===== src/rtl/seq_det_pkg.sv =====
// Shared definitions for the serial pattern detector family.
package seq_det_pkg;

  // Occupancy of the history window, used for debug visibility and assertions.
  typedef enum logic [1:0] {
    FILL_EMPTY   = 2'd0,
    FILL_FILLING = 2'd1,
    FILL_FULL    = 2'd2
  } fill_state_t;

  // Pattern searched for after reset; MSB is the first bit received.
  localparam logic [3:0] SEQ_DEFAULT_PAT = 4'b1010;

  // Classify a fill count against the window length.
  function automatic fill_state_t fill_state_of(input int unsigned fill,
                                                input int unsigned pat_w);
    if (fill == 0)          return FILL_EMPTY;
    else if (fill >= pat_w) return FILL_FULL;
    else                    return FILL_FILLING;
  endfunction

endpackage


===== src/rtl/seq_detect_moore_param_sat_counter.sv =====
// Saturating up-counter with synchronous clear; holds at all-ones.
module sat_counter #(
  parameter int W = 8
) (
  input  logic         clk,
  input  logic         reset,
  input  logic         inc,
  input  logic         clr,
  output logic [W-1:0] q
);

  // Count up on inc, never wrapping past the maximum value.
  always_ff @(posedge clk or negedge reset) begin
    if (!reset) begin
      q <= '0;
    end else if (clr) begin
      q <= '0;
    end else if (inc && (q != '1)) begin
      q <= q + 1'b1;
    end
  end

endmodule


===== src/rtl/seq_detect_moore_param.sv =====
// Runtime-programmable serial pattern detector with a registered (Moore)
// one-cycle detect pulse and a saturating match counter.
//
// fill state   | meaning
// FILL_EMPTY   | no valid history bits (after reset, load, or non-overlap hit)
// FILL_FILLING | some but not all window bits collected
// FILL_FULL    | window full; every enabled bit is a candidate match
module seq_detect_moore_param
  import seq_det_pkg::*;
#(
  parameter int               PAT_W       = 4,
  parameter logic [PAT_W-1:0] DEFAULT_PAT = PAT_W'(SEQ_DEFAULT_PAT),
  parameter int               CNT_W       = 8
) (
  input  logic             clk,
  input  logic             reset,
  input  logic             en,
  input  logic             c,
  input  logic             overlap,
  input  logic             pat_load,
  input  logic [PAT_W-1:0] pat_in,
  output logic             d,
  output logic [CNT_W-1:0] match_cnt
);

  localparam int               FILL_W   = $clog2(PAT_W + 1);
  localparam logic [FILL_W-1:0] FILL_MAX = FILL_W'(PAT_W);

  logic [PAT_W-1:0]  pat, pat_nx;
  logic [PAT_W-1:0]  hist, hist_nx, hist_sh;
  logic [FILL_W-1:0] fill, fill_nx, fill_inc;
  logic              match;
  fill_state_t       fill_state;

  assign fill_state = fill_state_of(32'(fill), PAT_W);

  // Next-state: load beats sampling; a compare only counts once the window is full.
  always_comb begin
    pat_nx   = pat;
    hist_nx  = hist;
    fill_nx  = fill;
    match    = 1'b0;
    hist_sh  = {hist[PAT_W-2:0], c};
    fill_inc = (fill == FILL_MAX) ? FILL_MAX : fill + 1'b1;
    if (pat_load) begin
      pat_nx  = pat_in;
      hist_nx = '0;
      fill_nx = '0;
    end else if (en) begin
      hist_nx = hist_sh;
      match   = (fill_inc == FILL_MAX) && (hist_sh == pat);
      // hist is kept on a non-overlap hit; the zeroed fill blocks stale compares.
      fill_nx = (match && !overlap) ? '0 : fill_inc;
    end
  end

  // State register; d is simply the match of the previous edge.
  always_ff @(posedge clk or negedge reset) begin
    if (!reset) begin
      pat  <= DEFAULT_PAT;
      hist <= '0;
      fill <= '0;
      d    <= 1'b0;
    end else begin
      pat  <= pat_nx;
      hist <= hist_nx;
      fill <= fill_nx;
      d    <= match;
    end
  end

  sat_counter #(.W(CNT_W)) u_cnt (
    .clk   (clk),
    .reset (reset),
    .inc   (match),
    .clr   (1'b0),
    .q     (match_cnt)
  );

  // Window occupancy never exceeds the pattern length.
  a_fill_range: assert property (@(posedge clk) disable iff (!reset)
    fill <= FILL_MAX);

  // A pulse leaves the window either full (overlap) or empty (non-overlap).
  a_fill_after_hit: assert property (@(posedge clk) disable iff (!reset)
    d |-> (fill_state == FILL_FULL || fill_state == FILL_EMPTY));

endmodule


===== config.mk =====
export PLATFORM = sky130hd
export DESIGN_NAME = seq_detect_moore_param
export DESIGN_NICKNAME = d
export VERILOG_FILES = /design/src/rtl/seq_det_pkg.sv /design/src/rtl/seq_detect_moore_param_sat_counter.sv /design/src/rtl/seq_detect_moore_param.sv
export SDC_FILE = /design/constraint.sdc
export NUM_CORES = 1
export LEC_CHECK = 0
export BUFFER_PORTS_ARGS = -buffer_cell sky130_fd_sc_hd__clkbuf_2
export CORE_MARGIN = 5
export CORE_UTILIZATION = 30
export DETAILED_ROUTE_END_ITERATION = 6
export PLACE_DENSITY = 0.59
export SLEW_MARGIN = 5
export SYNTH_ARGS = -nofsm -noshare
export SYNTH_HDL_FRONTEND = slang
export SYNTH_SLANG_ARGS = --single-unit

===== constraint.sdc =====
create_clock -name clk -period 3.4 [get_ports clk]
set_input_delay 0.51 -clock clk [delete_from_list [all_inputs] [get_ports clk]]
set_output_delay 0.51 -clock clk [all_outputs]
set_load 0.01 [all_outputs]

==> out/results.txt, run 1 <==
DRT iter0 DRCs -> 6
DRC -> 0
CP max-delay cell -> dfrtp_1
Routed WL -> 1849 um
via count -> 669
post_cts resized -> 0
crit end category -> register
area share of the largest cell type after synthesis -> 40.48%
Seq/Total Area, Yosys -> 45.48%
startpoint class of the critical path -> register
standard-cell rows -> 21
Final Util -> 36.16%
Mean Syn Cell Area -> 12.36 um2
largest net degree at the start of global routing -> 20
CP max stage delay -> 450 ps
worst reg-to-reg setup slack -> 1480 ps
Min-Delay Path Class -> in -> async
number of port buffers -> 18
crit path buf inv count -> 0
Antenna Nets Post-Route -> 0
initial antenna violation count -> 0
full die area -> 0.004787 mm2
Clock Path Buffers -> 2
clock skew -> 5.185 ps
Hold WS -> 145.2 ps
Final Max Slew Viols -> 0
total power -> 0.4156 mW
EDFF count, synth -> 0
Antenna diodes -> 0
Clock Latency Late Sink -> 300 ps
Async SR Flop Fraction -> 100.0%
setup slack after layout -> 1482 ps
CTS tree -> done
Max VDD drop -> 0.2363 mV
Global Route Usage Sum -> 8.460%
# placed instances -> 147
Synthesis Warnings -> 0
vias in the first global route -> 696
leakage power -> 0.5659 nW
Ports -> 19
Nets -> 119
dpl hpwl -> 1430 um
clk slew on worst S/H paths -> 110 ps
Worst Reg-to-Reg Cells -> 6
Hold Vio Cnt, Final -> 0
Vert. Die Dim -> 69.19 um
first-pass GRT wire length -> 3346 um
synth top area cells -> dfrtp_1, xor2_1, dfstp_2
GRT overflow -> 0
CTS Buf Count -> 3
Initial Util -> 31.25%
Post-CTS Setup Bufs -> 0
Slew headroom -> 67.70%
Crit Reg-Reg Endpoint -> u_cnt.q[1]
share of cells above drive strength 1 -> 39.05%
total iterations of the first detailed-routing run -> 3
Net Count, Synth -> 98
cell taking the most area after synthesis -> dfrtp_1
Area Growth Syn to Fin -> 15.71%
ys flop type -> dfrtp_1
depth of the CTS H-tree -> 1
Die W -> 69.19 um
outcome -> complete, no violations
Top delay family on crit path -> simple AND/OR/NAND/NOR gates
hold buffers post-CTS -> 0
crit-path max FO -> 6
fin area -> 0.001216 mm2
Max Cap Viol -> 0
Post-DP Area -> 0.001190 mm2
clock sink count -> 19
worst slew pin tran -> 484.4 ps
# setup viols final -> 0
RSZ-0062 raised after global routing -> no
DP Worst Slack -> 1488 ps
TNS Setup -> 0 ps
root buffer cell -> clkbuf_4
Arr. time, crit path -> 2110 ps
core box area -> 0.003363 mm2
final worst-path cycle share -> 56.42%
Pwr Density -> 341.7 mW/mm2
routed len/inst -> 12.25 um
Cells after Synth -> 85
Reg-to-Reg Start -> fill[0]
FF+latch count, synth -> 19
kind of critical path -> reg -> reg
CP required -> 3590 ps
Mapped Area -> 0.001051 mm2
Unique masters post-synth -> 31
final worst path period need -> 1918 ps
Fmax -> 521.3 MHz
Placer Congestion -> 0.7563
Final Non-Filler Cells -> 151
critical-path cell list -> ha_1 > nand2b_1 > a21oi_4 > nand4_4 > nor3_4 > mux2_1
Avg Vias per Cell -> 4.430
[cell type report]
cell class,count,area [um2]
Fill cell,372,2147
Multi-Input combinational cell,62,556.8
Sequential cell,19,478.0
Timing Repair Buffer,18,90.09
Tap cell,46,57.56
Clock buffer,4,26.28
Inverter,2,7.507
[worst reg2reg max path: cells and delay by family, from the launching register on]
family | cells | cell delay, ps
AO/OA/AOI/OAI | 1 | 210
multiplexers | 1 | 340
AND/OR/NAND/NOR | 3 | 560
flip-flops | 1 | 450
adder cells (fa/ha/maj) | 1 | 260
[state kept, by name, indices dropped and copies added (netlist names)]
register and cells:
fill 3, pat 4, u_cnt.q 8, hist 3, d 1
[per-layer routing]
layer	vias up	wire (um)	global-route usage (%)
li1	339	-	-
met1	316	874	11.41
met2	10	871	12.61
met3	4	62	1.739
met4	0	40	4.555
met5	-	0	0
[worst max-delay path by stage]
stage / from / cells past startpoint / to
finish: fill[0] / 6 / u_cnt.q[1]
global route: fill[0] / 7 / u_cnt.q[1]
CTS: fill[0] / 7 / u_cnt.q[1]
detailed placement: fill[0] / 7 / u_cnt.q[1]
global placement: fill[0] / 6 / u_cnt.q[1]
floorplan: fill[0] / 6 / u_cnt.q[1]
[logic make-up after synthesis]
kind of cell	after synthesis	synth area share [%]
xor+xnor	10	8.334
flops	19	45.48
simple gates	31	24.29
compound gates	8	6.548
buf+inv	4	1.547
mux	10	10.24
fa+ha+maj	3	3.572
[cells in the mapped netlist (3+ instances only)]
cell,instances
dfrtp_1,17
xor2_1,9
nand3_1,5
nor2_1,5
a21oi_1,4
mux2_2,4
mux2i_1,4
ha_1,3
nand2b_1,3
[cells in the final DEF (no fill, tap or decap), drive strengths merged]
cell type	Yosys	routed
dfrtp	17	17
mux2	6	6
a311oi	1	1
nor4	2	2
nor2	7	7
nor3b	1	1
nand3	5	5
and2	1	1
clkbuf	1	22
nor2b	1	1
nand2b	3	3
and3b	1	1
o21a	1	1
xnor2	1	1
nand2	3	3
xor2	9	9
dfstp	2	2
a21oi	6	6
inv	2	2
nor3	4	4
mux2i	4	4
nand4	3	3
ha	3	3
[where the power goes]
| part | total [mW] | switching [mW] | internal [mW] |
|---|---|---|---|
| Combinational | 0.0568 | 0.0328 | 0.0240 |
| Sequential | 0.243 | 0.00687 | 0.236 |
| Clock | 0.116 | 0.0701 | 0.0457 |
| Total | 0.416 | 0.110 | 0.306 |
(Power assumes the default switching activity.)
==> inputs of run 2 (changes only) <==
--- a/config.mk
+++ b/config.mk
@@ -9,7 +9,7 @@
 export CORE_MARGIN = 5
 export CORE_UTILIZATION = 30
 export DETAILED_ROUTE_END_ITERATION = 6
-export PLACE_DENSITY = 0.59
+export PLACE_DENSITY = 0.61
 export SLEW_MARGIN = 5
 export SYNTH_ARGS = -nofsm -noshare
 export SYNTH_HDL_FRONTEND = slang
==> constraint.sdc (replaced) <==
create_clock -name clk -period 1.7 [get_ports clk]
set_input_delay 0.255 -clock clk [delete_from_list [all_inputs] [get_ports clk]]
set_output_delay 0.255 -clock clk [all_outputs]
set_load 0.01 [all_outputs]
==> run 2 against run 1 <==
Against the previous run: total power is 110% higher; largest cell class unchanged; combinational power is 140% higher; die area stayed put; wire length is 5.0% higher; final area is 13% higher; first-iteration DRC count grew to 3.7 times the previous value; count of clock-buffer cells in the layout is 1 lower; sequential power is 100% higher.
==> out/results.txt, run 2 (synthesized netlist as in run 1, its figures left out) <==
outcome -> complete, no violations
met1 Use GR -> 11.33%
Largest regs -> u_cnt.q (8), pat (4)
Biggest register -> u_cnt.q
Min-Delay Path Class -> in -> reg
Fmax -> 594.3 MHz
number of port buffers -> 18
initial antenna violation count -> 0
Die W -> 69.19 um
core box area -> 0.003363 mm2
CTS Buf Count -> 3
Slew headroom -> 67.91%
Ports -> 19
CP required -> 1890 ps
total power -> 0.8619 mW
met2 track utilization from global routing -> 14.09%
full die area -> 0.004787 mm2
Arr. time, crit path -> 1880 ps
Max VDD drop -> 0.3857 mV
via count -> 712
largest net degree at the start of global routing -> 20
total iterations of the first detailed-routing run -> 4
Nets -> 130
crit end category -> register
final worst path period need -> 1683 ps
Final Max Slew Viols -> 0
crit-path max FO -> 4
RSZ-0062 raised after global routing -> yes
Avg Vias per Cell -> 4.395
standard-cell rows -> 21
kind of critical path -> reg -> reg
routed len/inst -> 11.98 um
Max Cap Viol -> 0
first-pass GRT wire length -> 3484 um
Area Growth Syn to Fin -> 30.71%
dpl hpwl -> 1542 um
# placed instances -> 156
Routed WL -> 1941 um
Antenna Nets Post-Route -> 0
leakage power -> 0.6236 nW
GR peak layer -> met2
clock sink count -> 19
Antenna diodes -> 0
worst slew pin tran -> 481.4 ps
Global Route Usage Sum -> 8.917%
max reg flops -> 8
vias in the first global route -> 762
Final Non-Filler Cells -> 162
startpoint class of the critical path -> register
# fillers -> 354
CTS tree -> done
root buffer cell -> clkbuf_4
Hold Crit Depth -> 2
Initial Util -> 31.25%
Worst Reg-to-Reg Cells -> 7
DRT iter0 DRCs -> 22
share of cells above drive strength 1 -> 51.72%
Clock Path Buffers -> 2
clock skew -> 8.676 ps
DRC -> 0
most common cell after layout, fill and taps aside -> clkbuf_2
Placer Congestion -> 0.7986
clk slew on worst S/H paths -> 120 ps
depth of the CTS H-tree -> 1
Final Util -> 40.85%
# setup viols final -> 0
GRT overflow -> 0
final worst-path cycle share -> 98.98%
Hold Vio Cnt, Final -> 0
M3 GR Usage -> 2.899%
Pwr Density -> 627.4 mW/mm2
Hold WS -> 175.6 ps
Clock Latency Late Sink -> 300 ps
Vert. Die Dim -> 69.19 um
most frequent cells in the layout -> clkbuf_2, dfrtp_1, buf_4
-- run 2: cell count changes in the layout (fill, tap and decap cells not counted), sizes merged --
cell / previous run / this run
buf: 0 / 10
clkbuf: 22 / 21
clkinv: 0 / 1
dlygate4sd3: 0 / 1
-- run 2: per-layer routing --
layer  vias up  wire, um
met5         -         0
met3         2        84
met4         0        16
met2        12       958
met1       341       882
li1        357         -
-- run 2: worst max-delay path: stages (launching register included) --
cell	delay, ps
dfrtp_2	460
inv_2	80
ha_4	170
nor2b_4	50
a21oi_4	210
nand4_4	140
nor3_2	140
mux2_1	330
-- run 2: cell type report --
| type | instances | area (um2) | share of cell area [%] |
|---|---|---|---|
| clock buffer | 3 | 22.52 | 1.639 |
| multi-input combinational | 62 | 626.9 | 45.63 |
| sequential | 19 | 479.2 | 34.88 |
| timing repair buffer | 29 | 175.2 | 12.75 |
| tap | 46 | 57.56 | 4.189 |
| clock inverter | 1 | 5.005 | 0.3643 |
| inverter | 2 | 7.507 | 0.5464 |
-- run 2: stage by stage --
stage / setup WS (ps) / TNS (ps) / cell area (um2)
after floorplan: -32.32 / -32.32 / 1089
after global placement: -10.33 / -10.33 / 1295
after detailed placement: -52.09 / -61.24 / 1295
after CTS: -10.82 / -25.51 / 1368
after global routing: -100.0 / -518.3 / 1374
final: 17.41 / 0 / 1374
-- run 2: worst paths after layout --
check / start / to / slack (ps)
max: fill[0] / u_cnt.q[6] / 20
min in group asynchronous: reset / hist[2] / 420
max reg2reg: fill[0] / u_cnt.q[6] / 20
max in group asynchronous: reset / fill[0] / 910
min reg2reg: u_cnt.q[0] / u_cnt.q[0] / 540
min: overlap / fill[2] / 180
-- run 2: where the power goes --
group | leakage [nW] | total, mW | switching (mW) | internal (mW)
combinational | 0.356 | 0.139 | 0.0736 | 0.0657
sequential | 0.250 | 0.489 | 0.0160 | 0.473
clock | 0.0177 | 0.234 | 0.146 | 0.0875
total | 0.624 | 0.862 | 0.236 | 0.626
-- run 2: repair_timing --
action / in CTS / in global routing
endpoints found under the setup margin: 8 / 7
pin swaps: 4 / 1
gates resized for setup: 5 / 1
hold endpoints to repair: 17 / 0
hold buffers: 1 / 0
setup buffers: 1 / 0
